### src/rtl/usr_burst_shifter.sv
// rtl/usr_burst_shifter.sv - universal shift register with counted burst engine
module usr_burst_shifter #(
  parameter int WIDTH = 8,
  parameter int CNT_W = 4
) (
  input  logic             clk,
  input  logic             reset,
  input  logic             en,
  input  logic [2:0]       mode,
  input  logic [WIDTH-1:0] I,
  input  logic             sin_l,
  input  logic             sin_r,
  input  logic             start,
  input  logic [CNT_W-1:0] count,
  output logic [WIDTH-1:0] O,
  output logic             sout_l,
  output logic             sout_r,
  output logic             busy,
  output logic             done
);

  typedef enum logic [1:0] {S_IDLE, S_BUSY, S_DONE} state_t;

  state_t           state_q;
  logic [WIDTH-1:0] o_q;
  logic [WIDTH-1:0] o_d;
  logic [2:0]       bmode_q;
  logic [2:0]       op_sel;
  logic [CNT_W-1:0] rem_q;
  logic             busy_q;
  logic             done_q;

  function automatic logic is_shift(input logic [2:0] op);
    return (op == 3'b001) || (op == 3'b010) || (op == 3'b100) ||
           (op == 3'b101) || (op == 3'b110);
  endfunction

  function automatic logic [WIDTH-1:0] apply_op(
    input logic [2:0]       op,
    input logic [WIDTH-1:0] cur,
    input logic [WIDTH-1:0] ld,
    input logic             sl,
    input logic             sr
  );
    case (op)
      3'b000:  return cur;
      3'b001:  return {cur[WIDTH-2:0], sl};
      3'b010:  return {sr, cur[WIDTH-1:1]};
      3'b011:  return ld;
      3'b100:  return {cur[WIDTH-2:0], cur[WIDTH-1]};
      3'b101:  return {cur[0], cur[WIDTH-1:1]};
      3'b110:  return {cur[WIDTH-1], cur[WIDTH-1:1]};
      default: return '0;
    endcase
  endfunction

  // Serial inputs stay live during a burst; only the op is frozen into bmode_q.
  assign op_sel = (state_q == S_BUSY) ? bmode_q : mode;
  assign o_d    = apply_op(op_sel, o_q, I, sin_l, sin_r);

  always_ff @(posedge clk or posedge reset) begin
    if (reset) begin
      state_q <= S_IDLE;
      o_q     <= '0;
      bmode_q <= 3'b000;
      rem_q   <= '0;
      busy_q  <= 1'b0;
      done_q  <= 1'b0;
    end else begin
      case (state_q)
        S_IDLE: begin
          if (start && is_shift(mode)) begin
            if (count != '0) begin
              bmode_q <= mode;
              rem_q   <= count;
              state_q <= S_BUSY;
              busy_q  <= 1'b1;
            end else begin
              state_q <= S_DONE;
              done_q  <= 1'b1;
            end
          end else if (en) begin
            o_q <= o_d;
          end
        end
        S_BUSY: begin
          if (en) begin
            o_q   <= o_d;
            rem_q <= rem_q - 1'b1;
            if (rem_q == CNT_W'(1)) begin
              state_q <= S_DONE;
              busy_q  <= 1'b0;
              done_q  <= 1'b1;
            end
          end
        end
        default: begin
          state_q <= S_IDLE;
          done_q  <= 1'b0;
        end
      endcase
    end
  end

  assign O      = o_q;
  assign sout_l = o_q[WIDTH-1];
  assign sout_r = o_q[0];
  assign busy   = busy_q;
  assign done   = done_q;

endmodule

### config.mk
export PLATFORM = sky130hd
export DESIGN_NAME = usr_burst_shifter
export DESIGN_NICKNAME = d
export VERILOG_FILES = /design/src/rtl/usr_burst_shifter.sv
export SDC_FILE = /design/constraint.sdc
export NUM_CORES = 1
export LEC_CHECK = 0
export BUFFER_PORTS_ARGS = -buffer_cell sky130_fd_sc_hd__buf_2
export CORE_ASPECT_RATIO = 0.9
export CORE_MARGIN = 4
export CORE_UTILIZATION = 57
export DETAILED_ROUTE_END_ITERATION = 16
export PLACE_DENSITY = 0.92
export SYNTH_ARGS = -nofsm -noshare
export SYNTH_HDL_FRONTEND = slang
export SYNTH_SLANG_ARGS = --single-unit
export TNS_END_PERCENT = 30
### constraint.sdc
create_clock -name clk -period 6.05 [get_ports clk]
set_input_delay 0.3025 -clock clk [delete_from_list [all_inputs] [get_ports clk]]
set_output_delay 0.3025 -clock clk [all_outputs]
set_load 0.02 [all_outputs]
==> impl_metrics.env, run 1 <==
export IMPL_finalHoldViolCount=0
export IMPL_power_density_nw_per_um2=509
export IMPL_hold_path_class="input pin to async pin"
export IMPL_nets=199
export IMPL_design_die_area_um2=3310
export IMPL_rsz0062_at_grt="no"
export IMPL_gr_total_overflow=0
export IMPL_criticalPathCategory="flip-flop to flip-flop"
export IMPL_rows=16
export IMPL_final_max_slew_viol_count=0
export IMPL_clock_latency_ns=0.31
export IMPL_clockRootBuffer="clkbuf_4"
export IMPL_cts_tree="yes"
export IMPL_r2r_start="state_q[1]"
export IMPL_tightest_slew_ns=0.898
export IMPL_syn_area_per_cell_um2=9.27
export IMPL_die_w_um=60.2
export IMPL_rr_worst_depth=5
export IMPL_clock_skew_ns=0.00326
export IMPL_cp_arrival_ns=2.57
export IMPL_antenna_cells=0
export IMPL_final_cell_mix="buf_2, dfrtp_1, nand2_1"
export IMPL_dr_total_vias=1250
export IMPL_syn_to_final_growth_pct=9.65
export IMPL_synthesis_nets=174
export IMPL_vdd_drop_max_mv=0.321
export IMPL_drt_wl_total_mm=3.23
export IMPL_routed_via_density=6.19
export IMPL_path_max_fanout=15
export IMPL_status="completed"
export IMPL_h_tree_depth=1
export IMPL_clk_pin_slew_worst_paths_ns=0.12
export IMPL_setup_worst_path_start="state_q[1]"
export IMPL_grt_max_degree=20
export IMPL_io_buffer_count=32
export IMPL_tns_ns=0
export IMPL_postCtsSetupRepairBufs=0
export IMPL_r2r_setup_slack_ns=3.69
export IMPL_drv_cap=0
export IMPL_drc_errors=0
export IMPL_antenna_found_initial=0
export IMPL_firstDrtPassIters=4
export IMPL_synth_edf_count=0
export IMPL_cp_start_kind="flip-flop"
export IMPL_dpl_instance_area_um2=1510
export IMPL_drive_above_1_share_pct=26.9
export IMPL_dpl_hpwl_mm=2.44
export IMPL_cts_resized=0
export IMPL_yosysSeqAreaShare_pct=34.0
export IMPL_setup_slack_ns=3.69
export IMPL_crit_family="multiplexers"
export IMPL_synth_cells=151
export IMPL_grt_pass1_vias=1174
export IMPL_ys_ff_latch=19
export IMPL_floorplan_initialDensity_pct=61.9
export IMPL_slowest_delay_ns=0.78
export IMPL_cts_buffers=3
export IMPL_max_slew_margin_rel_pct=38.4
export IMPL_design_core_area_um2=2260
export IMPL_synth_ff_type="dfrtp_1"
export IMPL_final_setup_viol_count=0
export IMPL_p_leak_nw=0.731
export IMPL_num_io_pins=33
export IMPL_ant_nets=0
export IMPL_endpoint="O[6]"
export IMPL_yosysWarnings=0
export IMPL_async_flop_share_pct=100
export IMPL_path_buf_inv=0
export IMPL_p_total_uw=782
export IMPL_grtUsageTotal_pct=21.7
export IMPL_drt_iter0_markers=57
export IMPL_hold_buffers=0
export IMPL_fmaxAchievable_mhz=423
export IMPL_final_util_pct=67.9
export IMPL_cts_sinks=19
export IMPL_post_drt_wl_per_cell_um=16.0
export IMPL_critPathSlowestCell="mux2i_1"
export IMPL_critPathRequiredTime_ns=6.26
export IMPL_final_area_um2=1540
export IMPL_dieHeight_um=55.0
export IMPL_gp_congestion=0.862
export IMPL_grt_pass1_wl_mm=5.38
export IMPL_synth_cell_types=50
export IMPL_worstPathCellList="nand2b_4, mux2i_1, nor3b_1, a221o_1, a22o_1"
export IMPL_min_period_ns=2.36
export IMPL_fill_cells=182
export IMPL_final_common_cell="buf_2"
export IMPL_r2r_end="O[6]"
export IMPL_endpoint_kind="flip-flop"
export IMPL_netlist_area_um2=1400
export IMPL_min_period_over_period_pct=39.1
export IMPL_dp_slack_ns=3.73
export IMPL_worst_path_stages=5
export IMPL_cts_max_path_buffers=2
[through the flow]
step                      std cells  hold slack [ns]
final                           202           0.0925
after global routing            202            0.159
after CTS                       202            0.116
after detailed placement        198            0.455
after global placement          198            0.444
after floorplan                 151            0.254
[worst min path at each step]
stage	end	slack [ns]	depth (start not counted)
5_1_grt	rem_q[0]	0.16	2
3_3_place_gp	O[0]	0.44	2
6_report	rem_q[0]	0.09	2
4_1_cts	state_q[1]	0.12	2
2_1_floorplan	O[0]	0.25	1
3_5_place_dp	O[1]	0.46	2
[final cells by class]
type / count / area (µm²) / area share [%]
well taps: 27 / 33.8 / 2.20
clock buffers: 3 / 22.5 / 1.47
repair buffers: 32 / 160 / 10.4
multi-input cells: 109 / 797 / 51.9
flip-flops and latches: 19 / 475 / 31.0
clock inverters: 1 / 5.00 / 0.326
inverters: 11 / 41.3 / 2.69
[cells by family (layout without fill, tap and decap cells)]
group	after synthesis	count (layout)	synth area share [%]
XOR/XNOR	2	2	1.25
flip-flops	19	19	34.0
multiplexers	11	11	8.13
buffers and inverters	23	47	9.11
AND/OR/NAND/NOR	49	49	20.0
adder cells (fa/ha/maj)	2	2	1.79
AO/OA/AOI/OAI	45	45	25.7
[state kept, by name, indices dropped and copies added, names as in the netlist]
register and flops:
rem_q 4, state_q 2, done 1, bmode_q 3
O 8, busy 1
[worst register-to-register path: stages (launching register included)]
cell	delay, ns
dfrtp_1	0.54
nand2b_4	0.32
mux2i_1	0.79
nor3b_1	0.13
a221o_1	0.29
a22o_1	0.20
[Yosys cell counts (4+ instances only)]
cell type | instances | area (µm²)
o21ai_0 | 9 | 45.0
a21oi_1 | 4 | 20.0
nor2_1 | 10 | 37.5
dfrtp_1 | 19 | 475
a22o_1 | 7 | 61.3
inv_1 | 11 | 41.3
buf_6 | 4 | 45.0
nand2_1 | 15 | 56.3
mux2i_1 | 8 | 80.1
a221o_1 | 6 | 60.1
nor3b_1 | 6 | 45.0
[metal layers]
layer	routed length, µm	GRT usage (%)
met3	173	4.64
met1	1530	30.6
met5	0	0
met4	9	5.17
met2	1510	34.2
[report_power, final]
part           switching, mW  internal [mW]
clock network         0.0431         0.0247
logic                  0.260          0.203
registers             0.0734          0.178
total                  0.377          0.405
No activity file was read; power rests on OpenSTA's default activity.
==> run 2: changes to the inputs <==
Settings changed: CORE_UTILIZATION 57 to 53, PLACE_DENSITY 0.92 to 0.87.
Clock period 6.05 ns to 2.5 ns, I/O delays scaled along.
==> run 2 against run 1 <==
Sequential power grew 140%. Non-clock buffer count grew 2. Critical path depth is the same. Clock skew shrank 0.0011 ns. Setup slack lost 3.3 ns. Register-to-register slack lost 3.3 ns.
==> impl_metrics.env, run 2 (synthesized netlist as in run 1, its figures left out) <==
export IMPL_status="completed"
export IMPL_combinationalPowerShare_pct=59.5
export IMPL_firstDrtPassIters=4
export IMPL_drc_errors=0
export IMPL_grtUsageTotal_pct=19.0
export IMPL_final_cell_mix="buf_2, dfrtp_1, nand2_1"
export IMPL_cts_sinks=19
export IMPL_grt_max_degree=20
export IMPL_path_max_fanout=15
export IMPL_setup_worst_path_start="state_q[0]"
export IMPL_largest_reg_flops=8
export IMPL_cts_buffers=3
export IMPL_criticalPathCategory="flip-flop to flip-flop"
export IMPL_dp_slack_ns=0.402
export IMPL_cp_arrival_ns=2.33
export IMPL_routed_via_density=6.09
export IMPL_dpl_hpwl_mm=2.49
export IMPL_setup_slack_ns=0.372
export IMPL_vdd_drop_max_mv=0.793
export IMPL_final_util_pct=62.4
export IMPL_internal_power_uw=994
export IMPL_drive_above_1_share_pct=27.1
export IMPL_die_w_um=62.2
export IMPL_fmaxAchievable_mhz=470
export IMPL_gp_congestion=0.845
export IMPL_fill_cells=208
export IMPL_post_drt_wl_per_cell_um=15.6
export IMPL_p_sw_uw=893
export IMPL_syn_to_final_growth_pct=11.0
export IMPL_r2r_start="state_q[0]"
export IMPL_endpoint_kind="flip-flop"
export IMPL_drt_iter0_markers=53
export IMPL_cts_tree="yes"
export IMPL_final_max_slew_viol_count=0
export IMPL_antenna_found_initial=0
export IMPL_num_io_pins=33
export IMPL_r2r_setup_slack_ns=0.37
export IMPL_min_period_over_period_pct=85.1
export IMPL_rows=17
export IMPL_gr_total_overflow=0
export IMPL_hold_path_class="input pin to flip-flop"
export IMPL_power_density_nw_per_um2=1210
export IMPL_clockRootBuffer="clkbuf_4"
export IMPL_io_buffer_count=32
export IMPL_grt_pass1_vias=1215
export IMPL_critPathRequiredTime_ns=2.70
export IMPL_drt_wl_total_mm=3.20
export IMPL_dpl_instance_area_um2=1520
export IMPL_antenna_cells=0
export IMPL_wl_met1_mm=1.32
export IMPL_routed_wl_met2_mm=1.58
export IMPL_switching_share_pct=47.3
export IMPL_h_tree_depth=1
export IMPL_cts_max_path_buffers=2
export IMPL_tns_ns=0
export IMPL_dieHeight_um=56.8
export IMPL_clock_latency_ns=0.30
export IMPL_top_layer="met4"
export IMPL_postCtsSetupRepairBufs=0
export IMPL_min_period_ns=2.13
export IMPL_ant_nets=0
export IMPL_final_setup_viol_count=0
export IMPL_clock_skew_ns=0.00220
export IMPL_hp_start="count[0]"
export IMPL_max_slew_margin_rel_pct=51.5
export IMPL_nets=201
export IMPL_p_leak_nw=0.740
export IMPL_clk_pin_slew_worst_paths_ns=0.11
export IMPL_drv_cap=0
export IMPL_dr_wl_met3_um=231
export IMPL_final_area_um2=1550
export IMPL_floorplan_initialDensity_pct=56.3
export IMPL_finalHoldViolCount=0
export IMPL_final_common_cell="buf_2"
export IMPL_tightest_slew_ns=0.727
export IMPL_seqPwrFrac_pct=32.2
export IMPL_dr_total_vias=1249
export IMPL_pwr_share_clk_pct=8.4
export IMPL_design_core_area_um2=2490
export IMPL_design_die_area_um2=3530
export IMPL_rsz0062_at_grt="no"
export IMPL_cp_start_kind="flip-flop"
export IMPL_holdWs_ns=0.0869
export IMPL_grt_pass1_wl_mm=5.53
-- run 2: cell types whose count changed in the layout (fill, tap and decap cells not counted) --
cell / delta
buf_4: +1
dlygate4sd3_1: +1
-- run 2: power by group through the flow --
| stage | combinational [mW] | clock (mW) | sequential, mW |
|---|---|---|---|
| 4_1_cts | 1.13 | 0.162 | 0.605 |
| 3_3_place_gp | 1.08 | 0 | 0.595 |
| 5_1_grt | 1.24 | 0.170 | 0.634 |
| 6_report | 1.12 | 0.158 | 0.607 |
| 2_1_floorplan | 0.917 | 0 | 0.601 |
| 3_5_place_dp | 1.12 | 0 | 0.611 |
-- run 2: worst max-delay path: stages (launching register included) --
cell and delay [ns]:
dfrtp_1 0.61, nand2b_4 0.21, a31oi_1 0.56, o22ai_1 0.15
a221o_1 0.31, a22o_1 0.19
-- run 2: per-stage QoR --
step                      instances  total power, mW
after global routing            205             2.05
after CTS                       205             1.89
after global placement          200             1.67
after detailed placement        200             1.73
after floorplan                 151             1.52
final                           205             1.89
-- run 2: what timing repair did --
| action | 4_1_cts | 5_1_grt |
|---|---|---|
| hold buffers | 1 | 0 |
| resized for setup | 0 | 0 |
| setup endpoints to repair | 0 | 0 |
| hold endpoints to repair | 19 | 0 |
-- run 2: layer usage --
| layer | vias up | track usage [%] |
|---|---|---|
| met5 | - | 0 |
| met4 | 0 | 7.12 |
| met3 | 9 | 4.80 |
| met2 | 46 | 31.1 |
| met1 | 586 | 23.9 |
| li1 | 608 | - |
-- run 2: final timing paths --
kind                                   end  cells after the start
max in group asynchronous       state_q[0]                      3
worst max-delay path                  O[0]                      5
min in group asynchronous             O[5]                      3
worst min-delay path              rem_q[0]                      3
worst min register to register        done                      2
worst max register to register        O[0]                      5
-- run 2: final cells by class --
cell class                 instances  area [µm²]  area share [%]
clock buffer                       3        22.5            1.45
inverter                          11        41.3            2.66
multi-input combinational        109         797            51.3
tap                               28        35.0            2.25
clock inverter                     1        5.00           0.322
sequential                        19         475            30.6
timing repair buffer              34         178            11.4
==> run 3: changes to the inputs <==
Settings changed: ABC_AREA from default to 1, CORE_UTILIZATION 53 to 52, PLACE_DENSITY 0.87 to 0.86.
==> run 3 against run 2 <==
First-iteration DRC count decreased by 25%. Clock skew decreased by 0.0014 ns. Via count decreased by 1.2%. Final cell count increased by 19%. Maximum frequency increased by 34%. Flip-flop and latch count unchanged. Area after synthesis decreased by 4.7%. Sequential share of layout area increased by 0.50 points. Power increased by 0.81%. Die area decreased by 2.5%.
==> impl_metrics.env, run 3 <==
export IMPL_synthesis_nets=206
export IMPL_min_period_over_period_pct=63.6
export IMPL_gp_congestion=0.851
export IMPL_design_die_area_um2=3440
export IMPL_dp_slack_ns=0.922
export IMPL_synth_most_common_cell="nand2_1"
export IMPL_max_slew_margin_rel_pct=51.7
export IMPL_grt_pass1_vias=1172
export IMPL_yosysWarnings=0
export IMPL_grt_max_degree=20
export IMPL_postCtsSetupRepairBufs=0
export IMPL_yosysSeqAreaShare_pct=35.6
export IMPL_p_leak_nw=0.840
export IMPL_clockRootBuffer="clkbuf_4"
export IMPL_tns_ns=0
export IMPL_cts_tree="yes"
export IMPL_pwr_share_clk_pct=8.7
export IMPL_combinationalPowerShare_pct=62.0
export IMPL_min_period_ns=1.59
export IMPL_endpoint_kind="flip-flop"
export IMPL_antenna_cells=0
export IMPL_status="completed"
export IMPL_criticalPathCategory="flip-flop to flip-flop"
export IMPL_grtUsageTotal_pct=18.2
export IMPL_ant_nets=0
export IMPL_largest_reg_flops=8
export IMPL_fill_cells=221
export IMPL_num_io_pins=33
export IMPL_dieHeight_um=56.0
export IMPL_yosysTopAreaCell="dfrtp_1"
export IMPL_drive_above_1_share_pct=26.9
export IMPL_ys_ff_latch=19
export IMPL_cts_max_path_buffers=2
export IMPL_hold_path_class="input pin to flip-flop"
export IMPL_crit_path_frequent_cell="nand2_1"
export IMPL_clk_pin_slew_worst_paths_ns=0.12
export IMPL_netlist_top_cells_count="nand2_1, dfrtp_1, inv_1, nand3_1, nor2_1"
export IMPL_io_buffer_count=32
export IMPL_die_w_um=61.4
export IMPL_gr_total_overflow=0
export IMPL_final_common_cell="nand2_1"
export IMPL_power_density_nw_per_um2=1240
export IMPL_dpl_hpwl_mm=2.24
export IMPL_syn_area_per_cell_um2=7.29
export IMPL_drt_iter0_markers=40
export IMPL_synth_edf_count=0
export IMPL_dr_total_vias=1234
export IMPL_floorplan_initialDensity_pct=54.5
export IMPL_vdd_drop_max_mv=0.816
export IMPL_async_flop_share_pct=100
export IMPL_firstDrtPassIters=4
export IMPL_worstPathCellList="inv_4, nand2_4, nand2_2, nand2_4, nor3_4, nand2_1, nand3_1, nand2_1, nand2_1"
export IMPL_path_max_fanout=13
export IMPL_final_util_pct=62.5
export IMPL_rows=17
export IMPL_tightest_slew_ns=0.724
export IMPL_post_drt_wl_per_cell_um=11.8
export IMPL_cp_arrival_ns=1.85
export IMPL_switching_share_pct=53.1
export IMPL_seqPwrFrac_pct=29.4
export IMPL_critPathRequiredTime_ns=2.76
export IMPL_cts_buffers=3
export IMPL_rsz0062_at_grt="no"
export IMPL_internal_power_uw=893
export IMPL_syn_to_final_growth_pct=14.6
export IMPL_netlist_area_um2=1330
export IMPL_cts_sinks=19
export IMPL_synth_cell_types=23
export IMPL_holdWs_ns=0.0455
export IMPL_synth_cells=183
export IMPL_synth_ff_type="dfrtp_1"
export IMPL_final_setup_viol_count=0
export IMPL_clock_latency_ns=0.30
export IMPL_routed_via_density=5.06
export IMPL_finalHoldViolCount=0
export IMPL_fmaxAchievable_mhz=629
export IMPL_final_max_slew_viol_count=0
export IMPL_drv_cap=0
export IMPL_clock_skew_ns=0.000814
export IMPL_drt_wl_total_mm=2.88
export IMPL_cp_start_kind="flip-flop"
export IMPL_slowest_delay_ns=0.46
export IMPL_antenna_found_initial=0
export IMPL_grt_pass1_wl_mm=4.84
export IMPL_synth_area_leaders="dfrtp_1, nand2_1, nand3_1"
export IMPL_p_sw_mw=1.01
export IMPL_setup_slack_ns=0.909
export IMPL_nets=240
export IMPL_final_cell_mix="nand2_1, buf_2, dfrtp_1, inv_1"
export IMPL_synth_top_area_share_pct=35.6
export IMPL_design_core_area_um2=2450
export IMPL_drc_errors=0
export IMPL_h_tree_depth=1
export IMPL_critPathSlowestCell="dfrtp_1"
-- run 3: changes by cell type after synthesis, moves of 6 or more --
cell,delta
nand2_1,+47
nand3_1,+17
inv_1,+8
mux2i_1,-8
nand2_4,+8
nor2_1,+8
a22o_1,-7
a221o_1,-6
nor3b_1,-6
-- run 3: path summary, 6_finish.rpt --
check                            from  cells after the start  slack (ns)         end
setup / recovery           state_q[1]                      9        0.91        O[7]
hold / removal                mode[1]                      3        0.05  bmode_q[1]
setup reg to reg           state_q[1]                      9        0.91        O[7]
hold reg to reg                  busy                      2        0.52        busy
max in group asynchronous       reset                      3        1.58        O[0]
min in group asynchronous       reset                      3        0.46        O[6]
-- run 3: routing by layer --
metal / GRT usage, % / vias to the layer above / wire length, µm
li1: - / 644 / -
met1: 23.9 / 547 / 1320
met2: 29.2 / 39 / 1360
met3: 5.34 / 4 / 169
met4: 3.94 / 0 / 25
met5: 0 / - / 0
-- run 3: repair_timing --
item                                    in CTS  in global routing
hold buffers                                 1                  0
endpoints found under the setup margin       0                  0
hold endpoints to repair                    19                  0
resized for setup                            0                  0
-- run 3: cell families (layout without fill, tap and decap cells) --
| group | after synthesis | count (layout) | share of synthesized area (%) |
|---|---|---|---|
| simple gates | 119 | 119 | 45.8 |
| buf+inv | 25 | 58 | 9.10 |
| flops | 19 | 19 | 35.6 |
| compound gates | 17 | 17 | 6.94 |
| fa+ha+maj | 2 | 2 | 1.88 |
| xor+xnor | 1 | 1 | 0.657 |
-- run 3: final cells by class --
cell class | count | area, µm² | share of cell area, %
inverter | 21 | 83.8 | 5.48
tap | 28 | 35.0 | 2.29
clock inverter | 1 | 5.00 | 0.327
sequential | 19 | 475 | 31.1
multi-input combinational | 139 | 737 | 48.2
clock buffer | 3 | 22.5 | 1.47
timing repair buffer | 33 | 170 | 11.1
-- run 3: power by group through the flow --
| stage | clock network (mW) | logic, mW | registers, mW |
|---|---|---|---|
| 6_report | 0.165 | 1.18 | 0.559 |
| 5_1_grt | 0.182 | 1.32 | 0.577 |
| 4_1_cts | 0.169 | 1.18 | 0.558 |
| 3_5_place_dp | 0 | 1.17 | 0.564 |
| 3_3_place_gp | 0 | 1.14 | 0.561 |
| 2_1_floorplan | 0 | 0.934 | 0.596 |
-- run 3: through the flow --
stage                     total power, mW  instances  cell area (µm²)
after floorplan                      1.53        183             1330
after global placement               1.70        239             1490
after detailed placement             1.73        239             1490
after CTS                            1.90        244             1530
after global routing                 2.08        244             1530
final                                1.90        244             1530
-- run 3: worst max-delay path: cells and delay by family, from the launching register on --
| kind | cells | cell delay, ns |
|---|---|---|
| DFF | 1 | 0.46 |
| buffers and inverters | 1 | 0.12 |
| and+or+nand+nor | 8 | 0.94 |
